<file path="src/rtl/dlx_fetch_queue.sv">
// dlx_fetch_queue
// Instruction-fetch stage for the pipelined DLX core. Drives the instruction
// ROM address, captures returned words (tagged with their PC) into a
// DEPTH-entry prefetch queue and presents them to ID via valid/ready.
// A redirect from EX flushes the queue and restarts fetch at the target.
//
// Ports:
//   clk          : clock, all state updates on rising edge
//   reset        : synchronous, active-high reset
//   i_address    : ROM fetch address (current fetch PC), registered
//   i_data_valid : ROM word for i_address is valid this cycle
//   i_data_read  : ROM word for i_address
//   redirect     : EX requests PC change (taken branch/jump)
//   redirect_pc  : target PC for redirect (bits [1:0] are ignored)
//   out_valid    : head entry is valid for ID
//   out_ready    : ID accepts head entry this cycle
//   out_instr    : head instruction word (holds last value when invalid)
//   out_pc       : PC of head instruction (holds last value when invalid)
//   occupancy    : number of valid queue entries, 0..DEPTH
module dlx_fetch_queue #(
  parameter int                 XLEN     = 32,
  parameter int                 DEPTH    = 4,
  parameter logic [XLEN-1:0]    RESET_PC = '0,
  parameter int unsigned        PC_STEP  = 4
) (
  input  logic                       clk,
  input  logic                       reset,
  output logic [XLEN-1:0]            i_address,
  input  logic                       i_data_valid,
  input  logic [XLEN-1:0]            i_data_read,
  input  logic                       redirect,
  input  logic [XLEN-1:0]            redirect_pc,
  output logic                       out_valid,
  input  logic                       out_ready,
  output logic [XLEN-1:0]            out_instr,
  output logic [XLEN-1:0]            out_pc,
  output logic [$clog2(DEPTH):0]     occupancy
);

  localparam int PW = $clog2(DEPTH);
  localparam int OW = PW + 1;

  // Queue storage (no reset needed: only read when the entry is valid).
  logic [XLEN-1:0] instr_mem_q [DEPTH];
  logic [XLEN-1:0] pc_mem_q    [DEPTH];

  logic [PW-1:0]   head_q, head_d;
  logic [PW-1:0]   tail_q, tail_d;
  logic [OW-1:0]   occ_q, occ_d;
  logic [XLEN-1:0] fetch_pc_q, fetch_pc_d;
  logic            valid_q, valid_d;
  logic [XLEN-1:0] out_instr_q, out_instr_d;
  logic [XLEN-1:0] out_pc_q, out_pc_d;

  logic            pop_s;
  logic            push_s;
  logic [OW-1:0]   occ_after_pop_s;
  logic [PW-1:0]   head_adv_s;

  // Handshake decode and next-state computation.
  always_comb begin
    pop_s           = valid_q & out_ready;
    push_s          = i_data_valid & ~redirect &
                      ((occ_q < OW'(DEPTH)) | pop_s);
    occ_after_pop_s = occ_q - OW'(pop_s);
    head_adv_s      = head_q + PW'(pop_s);

    head_d      = head_adv_s;
    tail_d      = tail_q;
    occ_d       = occ_q;
    fetch_pc_d  = fetch_pc_q;
    out_instr_d = out_instr_q;
    out_pc_d    = out_pc_q;

    if (redirect) begin
      // Flush; a concurrent pop is simply absorbed by the flush.
      head_d     = '0;
      tail_d     = '0;
      occ_d      = '0;
      fetch_pc_d = {redirect_pc[XLEN-1:2], 2'b00};
    end else begin
      if (push_s) begin
        tail_d     = tail_q + PW'(1);
        fetch_pc_d = fetch_pc_q + XLEN'(PC_STEP);
      end else begin
        tail_d     = tail_q;
      end

      case ({push_s, pop_s})
        2'b10:   occ_d = occ_q + OW'(1);
        2'b01:   occ_d = occ_q - OW'(1);
        default: occ_d = occ_q;
      endcase

      // Output registers track the head that will exist next cycle. When the
      // queue drains to empty, they keep their last value.
      if (occ_after_pop_s != '0) begin
        out_instr_d = instr_mem_q[head_adv_s];
        out_pc_d    = pc_mem_q[head_adv_s];
      end else if (push_s) begin
        out_instr_d = i_data_read;
        out_pc_d    = fetch_pc_q;
      end else begin
        out_instr_d = out_instr_q;
        out_pc_d    = out_pc_q;
      end
    end

    valid_d = (occ_d != '0);
  end

  // Control and output state registers with synchronous reset.
  always_ff @(posedge clk) begin
    if (reset) begin
      head_q      <= '0;
      tail_q      <= '0;
      occ_q       <= '0;
      fetch_pc_q  <= RESET_PC;
      valid_q     <= 1'b0;
      out_instr_q <= '0;
      out_pc_q    <= '0;
    end else begin
      head_q      <= head_d;
      tail_q      <= tail_d;
      occ_q       <= occ_d;
      fetch_pc_q  <= fetch_pc_d;
      valid_q     <= valid_d;
      out_instr_q <= out_instr_d;
      out_pc_q    <= out_pc_d;
    end
  end

  // Queue storage write at the tail on push.
  always_ff @(posedge clk) begin
    if (push_s && !reset) begin
      instr_mem_q[tail_q] <= i_data_read;
      pc_mem_q[tail_q]    <= fetch_pc_q;
    end
  end

  assign i_address = fetch_pc_q;
  assign out_valid = valid_q;
  assign out_instr = out_instr_q;
  assign out_pc    = out_pc_q;
  assign occupancy = occ_q;

endmodule

</file>
<file path="config.mk">
export PLATFORM = sky130hd
export DESIGN_NAME = dlx_fetch_queue
export DESIGN_NICKNAME = d
export VERILOG_FILES = /design/src/rtl/dlx_fetch_queue.sv
export SDC_FILE = /design/constraint.sdc
export NUM_CORES = 1
export LEC_CHECK = 0
export ABC_AREA = 1
export BUFFER_PORTS_ARGS = -buffer_cell sky130_fd_sc_hd__buf_4
export CORE_UTILIZATION = 47
export DETAILED_ROUTE_END_ITERATION = 6
export PLACE_DENSITY_LB_ADDON = 0.05
export SLEW_MARGIN = 20
export SYNTH_ARGS = -nofsm -noshare
export SYNTH_HDL_FRONTEND = slang
export SYNTH_SLANG_ARGS = --single-unit
</file>
<file path="constraint.sdc">
create_clock -name clk -period 5.5 [get_ports clk]
set_clock_uncertainty 0.15 [all_clocks]
set_input_delay 0.55 -clock clk [delete_from_list [all_inputs] [get_ports clk]]
set_output_delay 0.55 -clock clk [all_outputs]
set_load 0.01 [all_outputs]
</file>
Yosys cells after proc, flatten, opt, wreduce, memory -nomap -nowiden
Memories as Yosys holds them, arrays and structs flattened. Cells that the tools add are included.

Reduce and logical (&&, ||, !) cells: 8. Magnitude comparators: 1. $add $sub $neg: 6. Bitwise gates (word level): 5. Eq/ne operators: 2. Mux-type cells: 10.

Operator list (count): $mux 32 (6); $add 32x3->32 const B (1); $pmux 3 s2 (1); $reduce_bool 3->1 (2); $reduce_bool 2->1 (2); $add 3x1->3 const B (1); $and 1x1->1 (3); $lt 3x3->1 const B (1); $mux 3 (1); $sub 3x1->3 (1); $sub 3x1->3 const B (1); $add 2x1->2 (1); $add 2x1->2 const B (1); $eq 2x1->1 const B (1); $eq 2x2->1 const B (1); $mux 1 (2); $reduce_and 2->1 (1); $reduce_or 2->1 (1); $logic_and 1x1->1 (1); $logic_not 1->1 (1); $not 1->1 (1); $or 1x1->1 (1).

Memories: 2. Logic and storage cells: 42. RAM bits: 256. Input bits: 69. Register bits after elaboration: 104. Output and inout bits: 100.

Memory list: instr_mem_q (depth 4, bits a word 32, read ports 1, clocked after memory_dff 0, write ports 1, line 44) `logic [XLEN-1:0] instr_mem_q [DEPTH];`; pc_mem_q (depth 4, bits a word 32, read ports 1, clocked after memory_dff 0, write ports 1, line 45) `logic [XLEN-1:0] pc_mem_q [DEPTH];`.

Depth between registers and ports, before layout
Depth in word-level cells: 7. Mapped depth: 13. Depth with buffers taken out: 11.

Least setup slack after synthesis
Ideal clock, no wire load.

Kind: input -> register. Start point: in reset. End point: mem instr_mem_q[0][0], enable pin. Data required time: 4868 ps. Data arrival time: 3755 ps. Path buffers: 1. Setup slack: 1113 ps. Stages on the path: 6. Setup time: 482 ps. Path through: clkbuf_1 nor2_1 inv_1 nor2_1 inv_1 nor2_1.

Longest elaborated chain between the ends: 4.

Ends and longest elaborated chain: start: declaration (line 27) `input logic reset,`; $logic_not 1->1 (line 135) `if (push_s && !reset) begin`; $logic_and 1x1->1 (line 135); $mux 1 (line 135); $mux 1 (implied by the code) (line 136) `instr_mem_q[tail_q] <= i_data_read;`; end: declaration (line 44).

Every way passes these cells.

Final worst setup path
Start point: reg valid_q (netlist: out_valid). End point: reg out_instr_q[5] (netlist: out_instr[5]).

RTL lines: start: declaration (line 51) `logic valid_q, valid_d;`; start signal: assignment (line 127) `valid_q <= valid_d;`; $and 1x1->1 (line 62) `pop_s = valid_q & out_ready;`; $add 2x1->2 (line 66) `head_adv_s = head_q + PW'(pop_s);`; named net head_adv_s[0] (line 58) `logic [PW-1:0] head_adv_s;`; $mem_v2 4x32; $mux 32 (line 97) `if (occ_after_pop_s != '0) begin`; end signal: assignment (line 128) `out_instr_q <= out_instr_d;`; end: declaration (line 52) `logic [XLEN-1:0] out_instr_q, out_instr_d;`.

The timed path passes the listed nets, and every way through them passes these cells. A chain may end at the register's enable or synchronous reset.

==> results.sh <==
export IMPL_cts_hold_buf=0
export IMPL_ys_warn_count=0
export IMPL_viasPerCell=5.44
export IMPL_place_inst=1912
export IMPL_setup_violations=0
export IMPL_max_stage_delay_ns=0.74
export IMPL_reg2reg_depth=9
export IMPL_io_pins=169
export IMPL_crit_chain="nand2_1 > inv_1 > ha_4 > inv_4 > buf_4 > nand2_1 > nand3_1 > nand3_1 > a31oi_1"
export IMPL_clock_root_buffer="clkbuf_16"
export IMPL_grt_pass1_vias=10100
export IMPL_antenna_cells=0
export IMPL_critPathSlowestCell="inv_4"
export IMPL_power_leakage_nw=6.52
export IMPL_ys_flop_type="edfxtp_1"
export IMPL_antenna_found_initial=0
export IMPL_critPathCapture="out_instr[5]"
export IMPL_ir_worst_vdd_v=0.000215
export IMPL_rsz0062_at_grt="false"
export IMPL_vias=10800
export IMPL_yosysMostFrequentCell="nand2_1"
export IMPL_start_kind="flop"
export IMPL_r2r_start="out_valid"
export IMPL_syn_area_per_cell_sq_um=10.0
export IMPL_initial_core_util_pct=48.1
export IMPL_min_path_type="in2reg"
export IMPL_arrival_ns=3.25
export IMPL_r2r_slack_ns=2.53
export IMPL_place_port_buffers=162
export IMPL_post_dp_cell_area_sq_mm=0.0159
export IMPL_post_cts_buffers=0
export IMPL_numCtsBuffers=39
export IMPL_pre_cts_ws_ns=2.10
export IMPL_synth_edf_count=248
export IMPL_finalHoldViolCount=0
export IMPL_first_pass_iters=5
export IMPL_ant_nets=0
export IMPL_clock_path_buffers=3
export IMPL_post_route_min_period_ns=2.97
export IMPL_multi_input_area_sq_mm=0.00436
export IMPL_nNetsFinal=1641
export IMPL_die_area_sq_mm=0.0312
export IMPL_grtUsageTotal_pct=24.0
export IMPL_cts_tree="done"
export IMPL_finalPower_mw=6.17
export IMPL_clock_sinks=348
export IMPL_drcViolationCount=0
export IMPL_tightestPinTransition_ns=1.05
export IMPL_clk_insertion_delay_late_ns=0.51
export IMPL_critPathCaptureType="flop"
export IMPL_seq_area_frac_synth_pct=66.0
export IMPL_period_share_pct=54.1
export IMPL_instances_no_fill=1982
export IMPL_wirelength_mm=37.2
export IMPL_drv_cap=0
export IMPL_area_growth_pct=20.0
export IMPL_core_area_sq_mm=0.0298
export IMPL_num_fill_cells=2622
export IMPL_synthCells=1426
export IMPL_regToRegEndpoint="out_instr[5]"
export IMPL_setup_tns_ns=0
export IMPL_path_buf_inv=3
export IMPL_outcome="complete, no violations"
export IMPL_cts_repair_resized=0
export IMPL_cp_depth=9
export IMPL_syn_area_sq_mm=0.0143
export IMPL_clock_fmax_mhz=336
export IMPL_drtIter0Drc=776
export IMPL_die_h_microns=177
export IMPL_die_w_microns=177
export IMPL_netlist_area_leader_share_pct=52.0
export IMPL_grt_first_pass_wirelength_mm=57.2
export IMPL_drive_above_1_share_pct=16.0
export IMPL_synth_top_cell_by_area="edfxtp_1"
export IMPL_design_area_sq_mm=0.0172
export IMPL_async_flop_share_pct=0
export IMPL_critPathKind="reg2reg"
export IMPL_synth_seq_cells=348
export IMPL_setup_slack_ns=2.53
export IMPL_fin_util_pct=57.7
export IMPL_rows=63
export IMPL_regArea_sq_mm=0.00945
export IMPL_ys_types=30
export IMPL_overflow=0
export IMPL_path_clk_slew_ns=0.06
export IMPL_crit_start="out_valid"
export IMPL_worstPathRequired_ns=5.77
export IMPL_gp_congestion=0.811
export IMPL_hold_ws_ns=0.0950
export IMPL_dp_hpwl_mm=21.2
export IMPL_wl_per_cell_microns=18.8
export IMPL_powerDensity_mw_per_mm2=359
export IMPL_slew_limit_headroom_pct=30.0
export IMPL_htree_num_levels=2
export IMPL_grt_max_degree=94
export IMPL_finalMaxSlewViolations=0
export IMPL_cp_max_fo=88
export IMPL_crit_family="buffers and inverters"
export IMPL_synthTopCellsByCount="nand2_1 (401), edfxtp_1 (248), nand3_1 (219)"
export IMPL_ys_top_cells_by_area="edfxtp_1 (52%), dfxtp_1 (14%), nand2_1 (11%)"
[flip-flops by register name (all words and copies together) (netlist names)]
signal and cells:
out_instr 32, i_address 30, out_valid 1, pc_mem_q 120, tail_q 2, out_pc 30
head_q 2, occupancy 3, instr_mem_q 128
[report_power, final]
part	leakage [nW]	switching, mW	internal (mW)
registers	3.09	0.0782	2.91
logic	2.82	0.399	0.238
clock network	0.608	1.03	1.52
total	6.52	1.51	4.66
[worst min path at each step]
| stage | from | endpoint | depth (start not counted) |
|---|---|---|---|
| global placement | tail_q[1] | tail_q[1] | 2 |
| floorplan | tail_q[1] | tail_q[1] | 2 |
| global route | i_data_read[3] | instr_mem_q[0][3] | 1 |
| CTS | i_data_read[11] | instr_mem_q[2][11] | 1 |
| detailed placement | out_instr[29] | out_instr[29] | 2 |
| finish | i_data_read[11] | instr_mem_q[2][11] | 1 |
[placed cells by master (no fill, tap or decap), types with 3 or more instances in the layout]
cell	n
a21oi_1	54
a31oi_1	37
buf_12	3
buf_4	176
bufinv_16	3
clkbuf_1	6
clkbuf_16	41
clkinv_1	7
clkinv_2	5
clkinv_4	4
clkinvlp_4	4
conb_1	4
dfxtp_1	100
edfxtp_1	248
ha_1	7
inv_1	59
nand2_1	401
nand3_1	219
nand4_1	3
nor2_1	46
nor2_4	5
nor3_1	4
o211ai_1	5
o21ai_0	131
or2_2	3
xor2_1	3
[layout make-up]
class	count	area share (%)
Timing Repair Buffer	179	8.04
Multi-Input combinational cell	932	25.4
Clock buffer	48	6.18
Clock inverter	22	1.18
Tap cell	390	2.84
Sequential cell	348	55.0
Inverter	63	1.39
[kinds of logic (layout without fill, tap and decap cells)]
group	count (synthesis)	count (layout)	share of synthesized area, %
other cells	1	4	0.0262
flops	348	348	66.0
xor+xnor	5	5	0.306
compound gates	228	228	8.38
buf+inv	149	312	4.23
simple gates	686	686	20.2
fa+ha+maj	9	9	0.839
[per-layer routing]
| layer | track usage [%] | wire length (microns) | vias up |
|---|---|---|---|
| met5 | 0 | 0 | - |
| met1 | 33.5 | 16900 | 5167 |
| met4 | 6.54 | 689 | 0 |
| met3 | 3.53 | 2130 | 53 |
| li1 | - | - | 5221 |
| met2 | 39.1 | 17400 | 336 |
(Power assumes the default switching activity.)
